## src/rtl/vc32_cpu.sv

```systemverilog
// rtl/vc32_cpu.sv - minimal 16-bit load/store CPU on a multiplexed byte-wide memory bus
//
// Ports:
//   clk      system clock, all state on posedge
//   rst_n    asynchronous active-low reset
//   ena      tile enable (unused)
//   ui_in    read data byte from external memory
//   uo_out   address byte (latch cycles) / write data (write cycles) / 0
//   uio_in   [7] interrupt request, level, active-high
//   uio_out  [0] ind (byte select) [1] write [2] latch_hi [3] latch_lo
//   uio_oe   constant 8'h0F
module vc32_cpu #(
    parameter logic [15:0] RESET_PC = 16'h0000,
    parameter logic [15:0] IRQ_VEC  = 16'h0004
) (
    input  logic       clk,
    input  logic       rst_n,
    input  logic       ena,
    input  logic [7:0] ui_in,
    output logic [7:0] uo_out,
    input  logic [7:0] uio_in,
    output logic [7:0] uio_out,
    output logic [7:0] uio_oe
);

    typedef enum logic [3:0] {
        S_FH, S_FL, S_FR0, S_FR1, S_EX,
        S_MH, S_ML, S_MR0, S_MR1, S_MW0, S_MW1, S_HALT
    } state_t;

    state_t      r_state, w_state_nx;
    logic [15:0] r_pc, r_ir, r_epc, r_maddr;
    logic [7:0]  r_lo;
    logic        r_ie;
    logic [15:0] r_regs [0:7];

    logic [3:0]  w_op;
    logic [2:0]  w_rd, w_rs;
    logic [15:0] w_rdv, w_rsv, w_sext9, w_sext6, w_pc2, w_br, w_maddr;
    logic [15:0] w_pc_nx, w_wb_val;
    logic        w_ie_nx, w_wb_en, w_halt, w_take;
    logic [7:0]  w_uo, w_uio;
    logic        w_unused;

    assign w_unused = &{1'b0, ena, uio_in[6:0]};

    assign w_op    = r_ir[15:12];
    assign w_rd    = r_ir[11:9];
    assign w_rs    = r_ir[8:6];
    assign w_rdv   = (w_rd == 3'd0) ? 16'h0000 : r_regs[w_rd];
    assign w_rsv   = (w_rs == 3'd0) ? 16'h0000 : r_regs[w_rs];
    assign w_sext9 = {{7{r_ir[8]}}, r_ir[8:0]};
    assign w_sext6 = {{10{r_ir[5]}}, r_ir[5:0]};
    assign w_pc2   = r_pc + 16'd2;
    assign w_br    = w_pc2 + {w_sext9[14:0], 1'b0};
    assign w_maddr = (w_rsv + w_sext6) & 16'hFFFE;

    // Execute: register write-back, next pc and next IE for the current state.
    always_comb begin
        w_wb_en  = 1'b0;
        w_wb_val = 16'h0000;
        w_pc_nx  = r_pc;
        w_ie_nx  = r_ie;
        w_halt   = 1'b0;
        if (r_state == S_MR1) begin
            w_wb_en  = 1'b1;
            w_wb_val = {ui_in, r_lo};
        end else if (r_state == S_EX) begin
            w_pc_nx = w_pc2;
            case (w_op)
                4'h0: begin w_wb_en = 1'b1; w_wb_val = w_rdv + w_rsv; end
                4'h1: begin w_wb_en = 1'b1; w_wb_val = w_rdv - w_rsv; end
                4'h2: begin w_wb_en = 1'b1; w_wb_val = w_rdv & w_rsv; end
                4'h3: begin w_wb_en = 1'b1; w_wb_val = w_rdv | w_rsv; end
                4'h4: begin w_wb_en = 1'b1; w_wb_val = w_rdv ^ w_rsv; end
                4'h5: begin w_wb_en = 1'b1; w_wb_val = {1'b0, w_rdv[15:1]}; end
                4'h6: begin w_wb_en = 1'b1; w_wb_val = w_rdv + w_sext9; end
                4'h7: begin w_wb_en = 1'b1; w_wb_val = {r_ir[8:0], 7'b0}; end
                4'hA: if (w_rdv == 16'h0000) w_pc_nx = w_br;
                4'hB: if (w_rdv != 16'h0000) w_pc_nx = w_br;
                4'hC: begin w_wb_en = 1'b1; w_wb_val = w_pc2; w_pc_nx = w_br; end
                4'hD: begin w_wb_en = 1'b1; w_wb_val = w_pc2; w_pc_nx = w_rsv & 16'hFFFE; end
                4'hE: begin
                    case (r_ir[5:0])
                        6'd0: w_ie_nx = 1'b1;
                        6'd1: w_ie_nx = 1'b0;
                        6'd2: begin w_pc_nx = r_epc; w_ie_nx = 1'b1; end
                        6'd3: w_halt = 1'b1;
                        default: ;
                    endcase
                end
                default: ;
            endcase
        end
    end

    always_comb begin
        w_state_nx = r_state;
        case (r_state)
            S_FH:   w_state_nx = S_FL;
            S_FL:   w_state_nx = S_FR0;
            S_FR0:  w_state_nx = S_FR1;
            S_FR1:  w_state_nx = S_EX;
            S_EX: begin
                if (w_op == 4'h8 || w_op == 4'h9) w_state_nx = S_MH;
                else if (w_halt)                  w_state_nx = S_HALT;
                else                              w_state_nx = S_FH;
            end
            S_MH:   w_state_nx = S_ML;
            S_ML:   w_state_nx = (w_op == 4'h8) ? S_MR0 : S_MW0;
            S_MR0:  w_state_nx = S_MR1;
            S_MR1:  w_state_nx = S_FH;
            S_MW0:  w_state_nx = S_MW1;
            S_MW1:  w_state_nx = S_FH;
            S_HALT: if (r_ie && uio_in[7]) w_state_nx = S_FH;
            default: w_state_nx = S_FH;
        endcase
    end

    // IE is taken after the current instruction's own effect, so EI lets a
    // pending request in on the very next fetch and DI blocks it.
    assign w_take = (w_state_nx == S_FH) && w_ie_nx && uio_in[7];

    always_ff @(posedge clk or negedge rst_n) begin
        if (!rst_n) begin
            r_state <= S_FH;
            r_pc    <= RESET_PC;
            r_ir    <= 16'h0000;
            r_epc   <= 16'h0000;
            r_maddr <= 16'h0000;
            r_lo    <= 8'h00;
            r_ie    <= 1'b0;
            for (int i = 0; i < 8; i++) r_regs[i] <= 16'h0000;
        end else begin
            r_state <= w_state_nx;
            if (w_take) begin
                r_pc  <= IRQ_VEC;
                r_epc <= w_pc_nx;
                r_ie  <= 1'b0;
            end else begin
                r_pc  <= w_pc_nx;
                r_ie  <= w_ie_nx;
            end
            case (r_state)
                S_FR0:   r_ir[7:0]  <= ui_in;
                S_FR1:   r_ir[15:8] <= ui_in;
                S_EX:    r_maddr    <= w_maddr;
                S_MR0:   r_lo       <= ui_in;
                default: ;
            endcase
            if (w_wb_en && w_rd != 3'd0) r_regs[w_rd] <= w_wb_val;
        end
    end

    always_comb begin
        w_uo  = 8'h00;
        w_uio = 8'h00;
        case (r_state)
            S_FH:  begin w_uo = r_pc[15:8];    w_uio = 8'h04; end
            S_FL:  begin w_uo = r_pc[7:0];     w_uio = 8'h08; end
            S_FR1: w_uio = 8'h01;
            S_MH:  begin w_uo = r_maddr[15:8]; w_uio = 8'h04; end
            S_ML:  begin w_uo = r_maddr[7:0];  w_uio = 8'h08; end
            S_MR1: w_uio = 8'h01;
            S_MW0: begin w_uo = w_rdv[7:0];    w_uio = 8'h02; end
            S_MW1: begin w_uo = w_rdv[15:8];   w_uio = 8'h03; end
            default: ;
        endcase
    end

    // Gating with rst_n drops every strobe the moment reset asserts.
    assign uo_out  = rst_n ? w_uo  : 8'h00;
    assign uio_out = rst_n ? w_uio : 8'h00;
    assign uio_oe  = 8'h0F;

endmodule

```

## config.mk

```make
export PLATFORM = sky130hd
export DESIGN_NAME = vc32_cpu
export DESIGN_NICKNAME = d
export VERILOG_FILES = /design/src/rtl/vc32_cpu.sv
export SDC_FILE = /design/constraint.sdc
export NUM_CORES = 1
export LEC_CHECK = 0
export ABC_AREA = 1
export CAP_MARGIN = 40
export CELL_PAD_IN_SITES_DETAIL_PLACEMENT = 0
export CELL_PAD_IN_SITES_GLOBAL_PLACEMENT = 1
export CORE_UTILIZATION = 40
export DETAILED_ROUTE_END_ITERATION = 10
export PLACE_DENSITY = 0.74
export SLEW_MARGIN = 20
export SYNTH_ARGS = -nofsm -noshare
export SYNTH_HDL_FRONTEND = slang
export SYNTH_SLANG_ARGS = --single-unit
```

## constraint.sdc

```tcl
create_clock -name clk -period 4.8 [get_ports clk]
set_clock_uncertainty 0.2 [all_clocks]
set_input_delay 0.72 -clock clk [delete_from_list [all_inputs] [get_ports clk]]
set_output_delay 0.72 -clock clk [all_outputs]
set_load 0.05 [all_outputs]
```

# Word level (Yosys, flattened, before mapping)
# Cells that the tools add are included.
# Widths: inputs -> output; s select.
dict set report totals {
  elab_cells 121
  ff_bits 204
  input_bits 19
}
dict set report classes {
  n_reduce_logical 21
  bitwise_logic 5
  addsub 6
  eq_ne 28
  mux 42
  order_cmp 3
}
# op n
set op_table {}
lappend op_table {{$mux 16} 15}
lappend op_table {{$pmux 16 s9} 1}
lappend op_table {{$bwmux 128} 1}
lappend op_table {{$bmux 16 s3} 2}
lappend op_table {{$pmux 16 s5} 1}
lappend op_table {{$add 16x16->16} 4}
lappend op_table {{$demux 16 s3} 1}
lappend op_table {{$pmux 8 s6} 1}
lappend op_table {{$eq 4x4->1 const B} 11}
lappend op_table {{$pmux 4 s10} 1}
lappend op_table {{$eq 4x3->1 const B} 8}
lappend op_table {{$pmux 4 s5} 1}
lappend op_table {{$add 16x2->16 const B} 1}
lappend op_table {{$and 16x16->16} 1}
lappend op_table {{$eq 4x2->1 const B} 4}
lappend op_table {{$logic_not 16->1} 1}
lappend op_table {{$mux 4} 4}
lappend op_table {{$mux 8} 2}
lappend op_table {{$or 16x16->16} 1}
lappend op_table {{$reduce_bool 16->1} 1}
lappend op_table {{$sub 16x16->16} 1}
lappend op_table {{$xor 16x16->16} 1}
lappend op_table {{$eq 6x2->1 const B} 2}
lappend op_table {{$logic_not 4->1} 3}
lappend op_table {{other kinds (14)} 36}

# Depth between registers and ports, before layout
# Gate-level depths: netlist of run 1.
dict set report depth {
  depth_word 12
  ltp_mapped 32
  depth_no_buf 30
}

# Worst setup path after synthesis of run 1
# Ideal clock, no wire load.
dict set report synth_timing {
  path_type {register -> register}
  from {reg r_ir[8]}
  to {reg r_regs[109] (netlist bit)}
  required_ps 4535
  setup_slack_ps 744
  stages_incl_launch_ff 27
  setup_time_ps 65
  path_buffers 3
  synth_period_minus_slack_ps 4056
  arrival_time_ps 3791
  path_cell_list {dfrtp_1 buf_2 inv_1 buf_2 buf_4 nand3_1 nand3_1 ha_1 nand2_1 nor2_1 nor2_1 a221oi_1 a21oi_1 ha_1 a21oi_1 o21a_1 nand2_1 a21boi_0 o21ai_0 a21o_1 a21oi_1 o21ai_0 nand4_1 nand2_1 o21ai_1 nand2_1 nand2_1}
}
dict set report synth_between {
  elab_chain_len 10
  elab_cells_between_ends 16
  classes_between {3 x add/sub; 8 x mux; 4 x bitwise; 1 x reduce/logical}
}
# item line_no
set synth_lines {}
lappend synth_lines {{start, declared} 32} ;# logic [15:0] r_pc, r_ir, r_epc, r_maddr;
lappend synth_lines {{start signal, assigned} 146} ;# S_FR1: r_ir[15:8] <= ui_in;
lappend synth_lines {{$not 3->4 (not written as such)} 51} ;# assign w_rsv = (w_rs == 3'd0) ? 16'h0000 : r_regs[w_rs];
lappend synth_lines {{$bmux 16 s3} 51}
lappend synth_lines {{$mux 16 (not written as such) (2 in a row)} 51}
lappend synth_lines {{$mux 16} 51}
lappend synth_lines {{$sub 16x16->16 (tied with other cells)} 72} ;# 4'h1: begin w_wb_en = 1'b1; w_wb_val = w_rdv - w_rsv; end
lappend synth_lines {{$pmux 16 s9 *} 70} ;# case (w_op)
lappend synth_lines {{$mux 16 *} 68} ;# end else if (r_state == S_EX) begin
lappend synth_lines {{$mux 16 *} 65} ;# if (r_state == S_MR1) begin
lappend synth_lines {{$bwmux 128 *} 151} ;# if (w_wb_en && w_rd != 3'd0) r_regs[w_rd] <= w_wb_val;
lappend synth_lines {{end signal, assigned by index} 151}
lappend synth_lines {{end, declared} 35} ;# logic [15:0] r_regs [0:7];
# Every way passes the cells marked *; elsewhere a longest branch is shown, timed or not. The select of a mux whose other input is x is not followed.
# A chain may end at the register's enable or synchronous reset.

# Worst setup path after layout of run 1
dict set report layout_timing {
  from {reg r_ir[11]}
  to {out uo_out[3]}
}
dict set report layout_between {
  elab_chain_len 7
  elab_cells_between_ends 8
  classes_between {6 x mux; 1 x bitwise; 1 x reduce/logical}
}
# item line_no
set layout_lines {}
lappend layout_lines {{$not 3->4 (not written as such)} 50} ;# assign w_rdv = (w_rd == 3'd0) ? 16'h0000 : r_regs[w_rd];
lappend layout_lines {{$bmux 16 s3} 50}
lappend layout_lines {{$mux 16 (not written as such) (2 in a row)} 50}
lappend layout_lines {{$mux 16 *} 50}
lappend layout_lines {{$pmux 8 s6 *} 158} ;# case (r_state)
lappend layout_lines {{$mux 8 *} 172} ;# assign uo_out = rst_n ? w_uo : 8'h00;
lappend layout_lines {{end, declared} 20} ;# output logic [7:0] uo_out,
# Marks and branches as above.

==> results of run 1 <==
## critical path: stages (launching register included)
cell                              delay [ns]
sky130_fd_sc_hd__dfrtp_2                0.51
sky130_fd_sc_hd__nor2_2                 0.43
sky130_fd_sc_hd__buf_4                  0.26
sky130_fd_sc_hd__nand2_1                0.06
sky130_fd_sc_hd__o221ai_1               0.09
sky130_fd_sc_hd__o21ai_1                0.09
sky130_fd_sc_hd__nand2_1                0.35
sky130_fd_sc_hd__nand2_1                0.15
sky130_fd_sc_hd__o2111ai_1              0.22
sky130_fd_sc_hd__o21ai_0                0.13
sky130_fd_sc_hd__inv_1                  0.08
sky130_fd_sc_hd__clkdlybuf4s50_1        0.79
## stage by stage
stage	setup slack [ns]	util
2_1_floorplan	0.744	-
3_3_place_gp	0.0436	0.439
3_5_place_dp	-0.00943	0.440
4_1_cts	0.0535	0.466
5_1_grt	-0.0220	0.470
6_report	0.132	0.470
## sequential cells by signal, summed over array words and instances (netlist names)
name / flops
r_state: 4
r_ir: 16
r_ie: 1
r_maddr: 15
r_pc: 16
r_regs: 128
r_epc: 16
r_lo: 8
## how the worst max path moves through the flow
stage                         from     endpoint  slack [ns]  cells after the start
after floorplan            r_ir[8]  r_regs[109]        0.74                     26
after global placement     r_ir[6]   r_regs[75]        0.04                     22
after detailed placement   r_ir[6]   r_regs[59]      -0.009                     22
after CTS                 r_ir[11]    uo_out[3]        0.05                     12
after global routing       r_ir[6]   r_regs[26]       -0.02                     27
final                     r_ir[11]    uo_out[3]        0.13                     11
## report_power, final
group	total [µW]	switching (µW)	internal, µW
sequential	2680	411	2270
clock	2230	866	1360
combinational	9930	6570	3360
total	14800	7850	6990
## area by class of cell
type | instances | area, µm² | area share
tap | 511 | 639 | 0.0361
clock inverter | 13 | 194 | 0.0110
timing repair buffer | 146 | 1270 | 0.0717
clock buffer | 36 | 779 | 0.0441
multi-input combinational | 1616 | 8540 | 0.483
inverter | 305 | 1150 | 0.0651
sequential | 204 | 5110 | 0.289
## cells by family (layout without fill, tap and decap cells)
logic type	after synthesis	count (layout)
xor gates and xnor gates	29	29
AOI/OAI and AO/OA	498	498
other	2	12
adders and majority gates	80	80
DFF	204	204
and+or+nand+nor	996	996
muxes	1	1
buffers and inverters	423	500
## metal layers
layer / global-route usage / share of wire
met1: 0.444 / 0.47
met2: 0.443 / 0.42
met3: 0.0410 / 0.082
met4: 0.0818 / 0.024
met5: 0 / 0
## cell usage after synthesis, types with 9 or more instances
master	instances	area share
sky130_fd_sc_hd__a211oi_2	10	0.0082
sky130_fd_sc_hd__nor3_1	14	0.0046
sky130_fd_sc_hd__buf_4	20	0.0098
sky130_fd_sc_hd__xnor2_1	13	0.0074
sky130_fd_sc_hd__o221ai_1	10	0.0057
sky130_fd_sc_hd__nand4_1	10	0.0041
sky130_fd_sc_hd__dfrtp_1	204	0.33
sky130_fd_sc_hd__a21oi_1	108	0.035
sky130_fd_sc_hd__inv_1	294	0.072
sky130_fd_sc_hd__a221oi_1	16	0.0091
sky130_fd_sc_hd__o211ai_1	28	0.014
sky130_fd_sc_hd__clkbuf_1	63	0.015
sky130_fd_sc_hd__ha_1	77	0.063
sky130_fd_sc_hd__o21ai_0	205	0.067
sky130_fd_sc_hd__buf_2	20	0.0065
sky130_fd_sc_hd__xor2_1	16	0.0091
sky130_fd_sc_hd__or2_2	9	0.0037
sky130_fd_sc_hd__o22ai_1	48	0.020
sky130_fd_sc_hd__o21ai_1	13	0.0042
sky130_fd_sc_hd__nand3_1	159	0.052
sky130_fd_sc_hd__buf_6	12	0.0088
sky130_fd_sc_hd__nor2_1	137	0.034
sky130_fd_sc_hd__nand2_2	13	0.0053
sky130_fd_sc_hd__nand2_1	633	0.15
## repair_timing
action / in CTS / in global routing
endpoints found under the hold margin: 30 / 0
pin swaps: 0 / 1
endpoints found under the setup margin: 7 / 51
cloned: 0 / 0
setup buffers: 0 / 0
gates resized for setup: 1 / 18
hold buffers: 1 / 0
==> impl_table.tex, run 1 <==
\begin{tabular}{lr}
\hline
Metric & Value \\
\hline
\multicolumn{2}{l}{\textbf{Hold path}} \\
Capture endpoint of the worst hold path & r\_regs[124] \\
HP Start & r\_regs[124] \\
Number of cells on the worst hold path & 0 \\
Path type of the worst min-delay path & reg2reg \\
\multicolumn{2}{l}{\textbf{Synth}} \\
Share of synthesized area spent on multiplexers & 0.000653 \\
Fraction of the mapped netlist area in compound gates & 0.195 \\
Post-synth EDFFs & 0 \\
Share of synthesized flip-flops with an asynchronous set or reset & 1.00 \\
Most common flop cell mapped by yosys & sky130\_fd\_sc\_hd\_\_dfrtp\_1 \\
Combinational family with the most area after synthesis & simple AND/OR/NAND/NOR gates \\
Sequential area share after synthesis & 0.333 \\
Syn. warnings & 0 \\
Cell count after synthesis & 2233 \\
Adder and majority gate portion of the synthesized area & 0.0668 \\
Xor and xnor fraction of the mapped netlist area & 0.0166 \\
Area share of and/or/nand/nor cells after synthesis & 0.271 \\
Post-synth cell types & 56 \\
Synthesized area & 15300 µm² \\
\#FFs+latches synth & 204 \\
Synth Area per Inst & 6.87 µm² \\
\multicolumn{2}{l}{\textbf{Clocking}} \\
Worst-path clk slew & 0.06 ns \\
\# H-tree levels & 1 \\
CTS Root Buffer Type & sky130\_fd\_sc\_hd\_\_clkbuf\_16 \\
TritonCTS clock tree & yes \\
Sink Count & 204 \\
CTS Buf Count & 27 \\
CTS max path bufs & 3 \\
Insertion delay of the later-clocked pin in the worst-skew pair & 0.58 ns \\
\multicolumn{2}{l}{\textbf{Cells and area}} \\
Post-Layout Inst Area & 17700 µm² \\
Non-filler instance count after layout & 2831 \\
Fillers & 3944 \\
Share of cells above drive strength 1 & 0.110 \\
Most common library cell in the layout ignoring fill and taps & sky130\_fd\_sc\_hd\_\_nand2\_1 \\
Number of nets in the finished design & 2399 \\
Area Growth Syn to Fin & 15.4\% \\
Highest-count cells in the layout ignoring fill and taps & 632 x sky130\_fd\_sc\_hd\_\_nand2\_1, 294 x sky130\_fd\_sc\_hd\_\_inv\_1, 202 x sky130\_fd\_sc\_hd\_\_o21ai\_0, 199 x sky130\_fd\_sc\_hd\_\_dfrtp\_1, 159 x sky130\_fd\_sc\_hd\_\_nand3\_1 \\
Number of antenna diodes & 0 \\
\multicolumn{2}{l}{\textbf{Global route}} \\
Initial antenna violation count & 1 \\
Final global-route overflow total & 0 \\
Total global-route track usage & 0.297 \\
Via count of the first global-routing pass & 14500 \\
First-pass GRT wire length & 87.5 mm \\
Maximum number of pins on one net before global-route repair & 61 \\
\multicolumn{2}{l}{\textbf{Placement}} \\
Final weighted congestion in routability-driven placement & 0.991 \\
Half-perimeter wire length of the detailed placement result & 43.1 mm \\
Port Buffer Count & 22 \\
Placed Cells & 2777 \\
DP Area & 16600 µm² \\
\multicolumn{2}{l}{\textbf{STA}} \\
Transition time at the pin with the least slew margin & 0.788 ns \\
Slew HR & 0.473 \\
Number of hold violations in the final report & 0 \\
Shortest period the worst path allows & 4.67 ns \\
Sum of negative setup slack & 0 ns \\
Share of the clock period used by the worst path after layout & 0.973 \\
Peak clock frequency supported by timing & 214 MHz \\
Setup-violating endpoint count in the final report & 0 \\
Worst hold slack across all endpoints & 0.173 ns \\
Fin. max-slew vios & 0 \\
\multicolumn{2}{l}{\textbf{Detailed routing}} \\
Total number of vias & 15500 \\
DR WL/cell & 20.2 µm \\
DR iter-0 viols & 1734 \\
\# DRC & 0 \\
Number of iterations in the first detailed-routing pass & 6 \\
Detail-routed via count per cell & 5.47 \\
Total wire length & 57.2 mm \\
Post-route antenna net violation count & 0 \\
\multicolumn{2}{l}{\textbf{Job}} \\
Number of max-cap violations & 0 \\
\multicolumn{2}{l}{\textbf{Die}} \\
Number of core rows & 71 \\
Core Footprint & 37700 µm² \\
Horizontal die dimension & 198 µm \\
Overall die height & 198 µm \\
Count of pins on the block boundary & 43 \\
Starting utilization of the core area & 0.407 \\
Die ar. & 39100 µm² \\
\multicolumn{2}{l}{\textbf{Critical path}} \\
Start-to-end type of the worst setup path & reg2out \\
Depth of the worst register-to-register path & 22 \\
Arrival time at the worst endpoint & 3.75 ns \\
Minimum setup slack among reg-to-reg paths & 0.35 ns \\
Kind of capture point of the worst setup path & output pin \\
Startpoint class of the critical path & flop \\
Critical R2R Capture & r\_regs[59] \\
Maximum fanout encountered on the critical timing path & 8 \\
Required time of the critical path & 3.88 ns \\
Launching point of the worst reg2reg path & r\_ir[6] \\
\multicolumn{2}{l}{\textbf{Pwr}} \\
IR Drop Worst-Case VDD & 437 µV \\
LEAKAGE & 0.00868 µW \\
Overall power consumption & 14800 µW \\
Power density cells & 839 nW/µm² \\
\multicolumn{2}{l}{\textbf{Status}} \\
Run status & completed \\
\hline
\end{tabular}
(Power assumes the default switching activity.)
==> inputs of run 2 (changes only) <==
Settings changed: TNS_END_PERCENT set to 1.
==> run 2 against run 1 <==
  * Maximum frequency is 0.24% higher
  * Flip-flop and latch count stayed put
  * Utilization hardly changed
  * Setup slack better by 0.011 ns
  * Global-route usage stayed put
  * Non-clock buffer count stayed put
  * Critical path depth stayed put
  * First-iteration DRC count is 12% lower
  * Via count is 0.14% higher
  * Cell area hardly changed
  * Critical path type unchanged
  * Largest cell class unchanged
  * Highest routed layer unchanged
==> impl_table.tex, run 2 (synthesized netlist as in run 1, its figures left out) <==
\begin{tabular}{lr}
\hline
Metric & Value \\
\hline
\multicolumn{2}{l}{\textbf{Cells and area}} \\
Most common library cell in the layout ignoring fill and taps & sky130\_fd\_sc\_hd\_\_nand2\_1 \\
Most flops, register & r\_regs \\
Number of antenna diodes & 0 \\
Share of cells above drive strength 1 & 0.109 \\
Number of nets in the finished design & 2399 \\
Highest-count cells in the layout ignoring fill and taps & 632 x sky130\_fd\_sc\_hd\_\_nand2\_1, 294 x sky130\_fd\_sc\_hd\_\_inv\_1, 202 x sky130\_fd\_sc\_hd\_\_o21ai\_0, 199 x sky130\_fd\_sc\_hd\_\_dfrtp\_1, 159 x sky130\_fd\_sc\_hd\_\_nand3\_1 \\
Core utilization of the finished layout & 0.469 \\
Post-Layout Inst Area & 17700 µm² \\
Area Growth Syn to Fin & 15.3\% \\
Largest register FFs & 128 \\
\multicolumn{2}{l}{\textbf{Clocking}} \\
\# H-tree levels & 1 \\
Post-CTS Setup Inserts & 0 \\
CTS Buf Count & 27 \\
Worst-path clk slew & 0.06 ns \\
CTS Root Buffer Type & sky130\_fd\_sc\_hd\_\_clkbuf\_16 \\
CTS max path bufs & 3 \\
Sink Count & 204 \\
Insertion delay of the later-clocked pin in the worst-skew pair & 0.58 ns \\
TritonCTS clock tree & yes \\
\multicolumn{2}{l}{\textbf{Detailed routing}} \\
\# DRC & 0 \\
Total number of vias & 15500 \\
Number of iterations in the first detailed-routing pass & 6 \\
DR WL/cell & 20.2 µm \\
Detail-routed via count per cell & 5.48 \\
Post-route antenna net violation count & 0 \\
Total wire length & 57.2 mm \\
DR iter-0 viols & 1534 \\
\multicolumn{2}{l}{\textbf{Global route}} \\
Initial antenna violation count & 1 \\
Total global-route track usage & 0.297 \\
First-pass GRT wire length & 87.5 mm \\
Via count of the first global-routing pass & 14500 \\
Maximum number of pins on one net before global-route repair & 61 \\
Final global-route overflow total & 0 \\
\multicolumn{2}{l}{\textbf{Die}} \\
Die ar. & 39100 µm² \\
Core Footprint & 37700 µm² \\
Horizontal die dimension & 198 µm \\
Count of pins on the block boundary & 43 \\
Starting utilization of the core area & 0.407 \\
Overall die height & 198 µm \\
Number of core rows & 71 \\
\multicolumn{2}{l}{\textbf{Pwr}} \\
Power density cells & 839 nW/µm² \\
IR Drop Worst-Case VDD & 438 µV \\
Part of the power in combinational logic & 0.669 \\
Internal Pwr Total & 6990 µW \\
Switching power of the nets & 7840 µW \\
Sequential fraction of design power & 0.181 \\
Overall power consumption & 14800 µW \\
Net Sw Frac & 0.529 \\
LEAKAGE & 0.00868 µW \\
Clock network fraction of total power & 0.150 \\
\multicolumn{2}{l}{\textbf{Critical path}} \\
Maximum fanout encountered on the critical timing path & 8 \\
Kind of capture point of the worst setup path & output pin \\
Required time of the critical path & 3.88 ns \\
Arrival time at the worst endpoint & 3.74 ns \\
Startpoint class of the critical path & flop \\
Critical R2R Capture & r\_regs[59] \\
Depth of the worst register-to-register path & 22 \\
Start-to-end type of the worst setup path & reg2out \\
Launching point of the worst reg2reg path & r\_ir[6] \\
Minimum setup slack among reg-to-reg paths & 0.34 ns \\
\multicolumn{2}{l}{\textbf{Placement}} \\
Half-perimeter wire length of the detailed placement result & 43.1 mm \\
Final weighted congestion in routability-driven placement & 0.991 \\
Port Buffer Count & 22 \\
DP Area & 16600 µm² \\
\multicolumn{2}{l}{\textbf{Status}} \\
Run status & completed \\
\multicolumn{2}{l}{\textbf{STA}} \\
Share of the clock period used by the worst path after layout & 0.970 \\
Fin. max-slew vios & 0 \\
Peak clock frequency supported by timing & 215 MHz \\
Setup-violating endpoint count in the final report & 0 \\
Sum of negative setup slack & 0 ns \\
Setup repair after global routing missed its margin & yes \\
Shortest period the worst path allows & 4.66 ns \\
Transition time at the pin with the least slew margin & 0.776 ns \\
Number of hold violations in the final report & 0 \\
Slew HR & 0.481 \\
\multicolumn{2}{l}{\textbf{Hold path}} \\
Number of cells on the worst hold path & 0 \\
HP Start & r\_regs[124] \\
Capture endpoint of the worst hold path & r\_regs[124] \\
Path type of the worst min-delay path & reg2reg \\
\multicolumn{2}{l}{\textbf{Job}} \\
Number of max-cap violations & 0 \\
\hline
\end{tabular}
run 2: cell count changes in the layout (fill, tap and decap cells not counted):
cell / change
sky130_fd_sc_hd__nor3_1: +1
sky130_fd_sc_hd__nor3_2: -1
run 2: how the worst max path moves through the flow:
| stage | end | start | slack (ns) |
|---|---|---|---|
| detailed placement | r_regs[59] | r_ir[6] | -0.009 |
| finish | uo_out[3] | r_ir[11] | 0.14 |
| global route | r_regs[26] | r_ir[6] | -0.02 |
| global placement | r_regs[75] | r_ir[6] | 0.04 |
| floorplan | r_regs[109] | r_ir[8] | 0.74 |
| CTS | uo_out[3] | r_ir[11] | 0.05 |
run 2: final cells by class:
cell class	count	area, µm²
Clock inverter	13	194
Fill cell	3943	20000
Tap cell	511	639
Clock buffer	36	779
Sequential cell	204	5110
Timing Repair Buffer	146	1270
Inverter	305	1150
Multi-Input combinational cell	1616	8540
run 2: repair_timing:
item	CTS	global route
hold buffers	1	0
endpoints found under the setup margin	7	51
endpoints found under the hold margin	30	0
resized for setup	1	17
pin swaps	0	1
run 2: worst max-delay path, cell delays in order, from the launching register on:
cell and delay, ns:
sky130_fd_sc_hd__dfrtp_2 0.51, sky130_fd_sc_hd__nor2_2 0.43, sky130_fd_sc_hd__buf_4 0.26, sky130_fd_sc_hd__nand2_1 0.06
sky130_fd_sc_hd__o221ai_1 0.09, sky130_fd_sc_hd__o21ai_1 0.09, sky130_fd_sc_hd__nand2_1 0.35, sky130_fd_sc_hd__nand2_1 0.15
sky130_fd_sc_hd__o2111ai_1 0.22, sky130_fd_sc_hd__o21ai_0 0.13, sky130_fd_sc_hd__inv_1 0.08, sky130_fd_sc_hd__clkdlybuf4s50_1 0.79
run 2: power by group through the flow:
stage,Sequential [µW],Clock [µW],Combinational (µW)
floorplan,2540,0,6400
global placement,2680,0,9580
detailed placement,2690,0,9640
CTS,2670,2260,9690
global route,2730,2330,10900
finish,2680,2230,9930
run 2: metrics by stage:
step / setup slack, ns / std cells / hold slack [ns]
global route: -0.0220 / 2831 / 0.187
finish: 0.143 / 2831 / 0.173
global placement: 0.0436 / 2775 / 0.166
detailed placement: -0.00943 / 2777 / 0.166
floorplan: 0.744 / 2243 / 0.224
CTS: 0.0535 / 2827 / 0.178
run 2: metal layers:
metal  wire (µm)  global-route usage  part of all wire  vias up
li1            -                   -                 -     7459
met1       27200               0.444              0.48     7378
met2       24200               0.443              0.42      601
met3        4440              0.0410             0.078       79
met4        1310              0.0818             0.023        0
met5           0                   0                 0        -
==> inputs of run 3 (changes only) <==
Settings changed: REMOVE_ABC_BUFFERS set to 1.
==> run 3 against run 2 <==
  * Utilization is essentially flat
  * Critical endpoint is now uo_out[1]
  * Critical path depth grew 1
  * Clock power shrank 8%
  * Non-clock buffer count up 14
  * Cell area about the same
  * Flip-flop and latch count unchanged
  * Highest routed layer unchanged
  * Global-route usage is 0.60 points lower
==> impl_table.tex, run 3 (synthesized netlist as in run 1, its figures left out) <==
\begin{tabular}{lr}
\hline
Metric & Value \\
\hline
\multicolumn{2}{l}{\textbf{Pwr}} \\
Internal Pwr Total & 7060 µW \\
Power density cells & 839 nW/µm² \\
Clock network fraction of total power & 0.138 \\
Sequential fraction of design power & 0.180 \\
Net Sw Frac & 0.524 \\
Switching power of the nets & 7780 µW \\
Part of the power in combinational logic & 0.682 \\
IR Drop Worst-Case VDD & 392 µV \\
LEAKAGE & 0.00872 µW \\
\multicolumn{2}{l}{\textbf{Critical path}} \\
Startpoint class of the critical path & flop \\
Kind of capture point of the worst setup path & output pin \\
Required time of the critical path & 3.88 ns \\
Maximum fanout encountered on the critical timing path & 10 \\
Start-to-end type of the worst setup path & reg2out \\
Arrival time at the worst endpoint & 3.77 ns \\
\multicolumn{2}{l}{\textbf{Cells and area}} \\
Largest register FFs & 128 \\
Most common library cell in the layout ignoring fill and taps & sky130\_fd\_sc\_hd\_\_nand2\_1 \\
Most flops, register & r\_regs \\
Core utilization of the finished layout & 0.470 \\
Share of cells above drive strength 1 & 0.110 \\
Number of nets in the finished design & 2412 \\
Area Growth Syn to Fin & 15.4\% \\
Highest-count cells in the layout ignoring fill and taps & 632 x sky130\_fd\_sc\_hd\_\_nand2\_1, 294 x sky130\_fd\_sc\_hd\_\_inv\_1, 204 x sky130\_fd\_sc\_hd\_\_o21ai\_0, 202 x sky130\_fd\_sc\_hd\_\_dfrtp\_1, 159 x sky130\_fd\_sc\_hd\_\_nand3\_1 \\
\multicolumn{2}{l}{\textbf{Hold path}} \\
Path type of the worst min-delay path & reg2reg \\
\multicolumn{2}{l}{\textbf{Detailed routing}} \\
Total wire length & 55.7 mm \\
\# DRC & 0 \\
Detail-routed via count per cell & 5.39 \\
Total number of vias & 15300 \\
Post-route antenna net violation count & 0 \\
DR WL/cell & 19.6 µm \\
Number of iterations in the first detailed-routing pass & 5 \\
DR iter-0 viols & 1496 \\
\multicolumn{2}{l}{\textbf{Status}} \\
Run status & completed \\
\multicolumn{2}{l}{\textbf{STA}} \\
Transition time at the pin with the least slew margin & 1.11 ns \\
Worst hold slack across all endpoints & 0.174 ns \\
Slew HR & 0.263 \\
Peak clock frequency supported by timing & 213 MHz \\
Setup-violating endpoint count in the final report & 0 \\
Number of hold violations in the final report & 0 \\
Fin. max-slew vios & 0 \\
Setup repair after global routing missed its margin & yes \\
Shortest period the worst path allows & 4.69 ns \\
Share of the clock period used by the worst path after layout & 0.977 \\
\multicolumn{2}{l}{\textbf{Placement}} \\
Final weighted congestion in routability-driven placement & 1.08 \\
Port Buffer Count & 22 \\
Half-perimeter wire length of the detailed placement result & 42.1 mm \\
\multicolumn{2}{l}{\textbf{Global route}} \\
GRT met1 Usage & 0.421 \\
Via count of the first global-routing pass & 14600 \\
First-pass GRT wire length & 86.5 mm \\
Initial antenna violation count & 1 \\
Total global-route track usage & 0.291 \\
Most Crowded Layer GR & met2 \\
Met2 track demand over resource in global routing & 0.435 \\
Global Route met3 Usage & 0.0496 \\
Final global-route overflow total & 0 \\
Maximum number of pins on one net before global-route repair & 166 \\
\multicolumn{2}{l}{\textbf{Clocking}} \\
Worst-path clk slew & 0.05 ns \\
Insertion delay of the later-clocked pin in the worst-skew pair & 0.58 ns \\
CTS max path bufs & 3 \\
Sink Count & 204 \\
\# H-tree levels & 1 \\
TritonCTS clock tree & yes \\
CTS Root Buffer Type & sky130\_fd\_sc\_hd\_\_clkbuf\_16 \\
CTS Buf Count & 26 \\
\multicolumn{2}{l}{\textbf{Die}} \\
Horizontal die dimension & 198 µm \\
Die ar. & 39100 µm² \\
Count of pins on the block boundary & 43 \\
Starting utilization of the core area & 0.407 \\
Number of core rows & 71 \\
Overall die height & 198 µm \\
Core Footprint & 37700 µm² \\
\multicolumn{2}{l}{\textbf{Job}} \\
Number of max-cap violations & 0 \\
\hline
\end{tabular}
==> run 3: cell count changes in the layout (fill, tap and decap cells not counted), moves of 3 or more <==
cell,previous run,this run
sky130_fd_sc_hd__buf_4,114,130
sky130_fd_sc_hd__o21ai_1,13,10
sky130_fd_sc_hd__dfrtp_2,5,2
sky130_fd_sc_hd__dfrtp_1,199,202
sky130_fd_sc_hd__clkbuf_1,2,6
sky130_fd_sc_hd__clkinv_2,5,2
sky130_fd_sc_hd__buf_16,3,0
sky130_fd_sc_hd__buf_12,3,7
sky130_fd_sc_hd__buf_6,4,0
==> run 3: cell type report <==
cell class	instances	area, µm²
Multi-Input combinational cell	1616	8540
Inverter	305	1150
Clock buffer	41	797
Fill cell	3939	20000
Antenna cell	1	2.50
Clock inverter	5	103
Tap cell	511	639
Timing Repair Buffer	160	1350
Sequential cell	204	5110
==> run 3: per-stage QoR <==
step | cell area (µm²) | setup TNS, ns | total power (µW) | setup slack, ns | std cells
2_1_floorplan | 14700 | -31.95 | 8690 | -0.645 | 2125
3_3_place_gp | 16700 | 0 | 12500 | 0.0718 | 2794
3_5_place_dp | 16700 | 0 | 12600 | 0.0627 | 2795
4_1_cts | 17700 | 0 | 14700 | 0.0330 | 2842
5_1_grt | 17700 | -0.102 | 16000 | -0.100 | 2842
6_report | 17700 | 0 | 14800 | 0.113 | 2843
==> run 3: power groups by stage <==
stage               sequential, µW  combinational, µW  clock, µW
finish                        2670              10100       2050
global route                  2730              11100       2150
floorplan                     2700               5990          0
CTS                           2660               9930       2090
global placement              2670               9800          0
detailed placement            2680               9880          0
==> run 3: worst max-delay path: stages, from the launching register on <==
cell	delay [ns]
sky130_fd_sc_hd__dfrtp_1	0.63
sky130_fd_sc_hd__inv_4	0.09
sky130_fd_sc_hd__nand2_4	0.07
sky130_fd_sc_hd__buf_4	0.22
sky130_fd_sc_hd__buf_4	0.23
sky130_fd_sc_hd__o211ai_1	0.14
sky130_fd_sc_hd__a211oi_2	0.41
sky130_fd_sc_hd__inv_1	0.24
sky130_fd_sc_hd__nand2_1	0.12
sky130_fd_sc_hd__o2111ai_1	0.12
sky130_fd_sc_hd__o21ai_0	0.18
sky130_fd_sc_hd__inv_1	0.06
sky130_fd_sc_hd__clkdlybuf4s50_1	0.69
==> run 3: path summary, 6_finish.rpt <==
kind / slack [ns] / start / to / cells after the start
hold / removal: 0.17 / r_regs[126] / r_regs[126] / 0
setup / recovery: 0.11 / r_ir[10] / uo_out[1] / 12
min in group asynchronous: 0.45 / rst_n / r_maddr[2] / 2
setup reg to reg: 0.37 / r_ir[6] / r_regs[27] / 24
hold reg to reg: 0.17 / r_regs[126] / r_regs[126] / 0
max in group asynchronous: 2.59 / rst_n / r_ir[11] / 3
==> run 3: timing repair <==
item | 4_1_cts | 5_1_grt
hold endpoints to repair | 39 | 0
setup buffers | 0 | 0
resized for setup | 0 | 14
hold buffers | 1 | 0
endpoints found under the setup margin | 0 | 60
==> run 3: per-layer routing <==
layer,vias to the layer above,wire (µm),share of wire
li1,7461,-,-
met1,7206,26100,0.47
met2,559,23500,0.42
met3,98,4330,0.078
met4,0,1770,0.032
met5,-,0,0
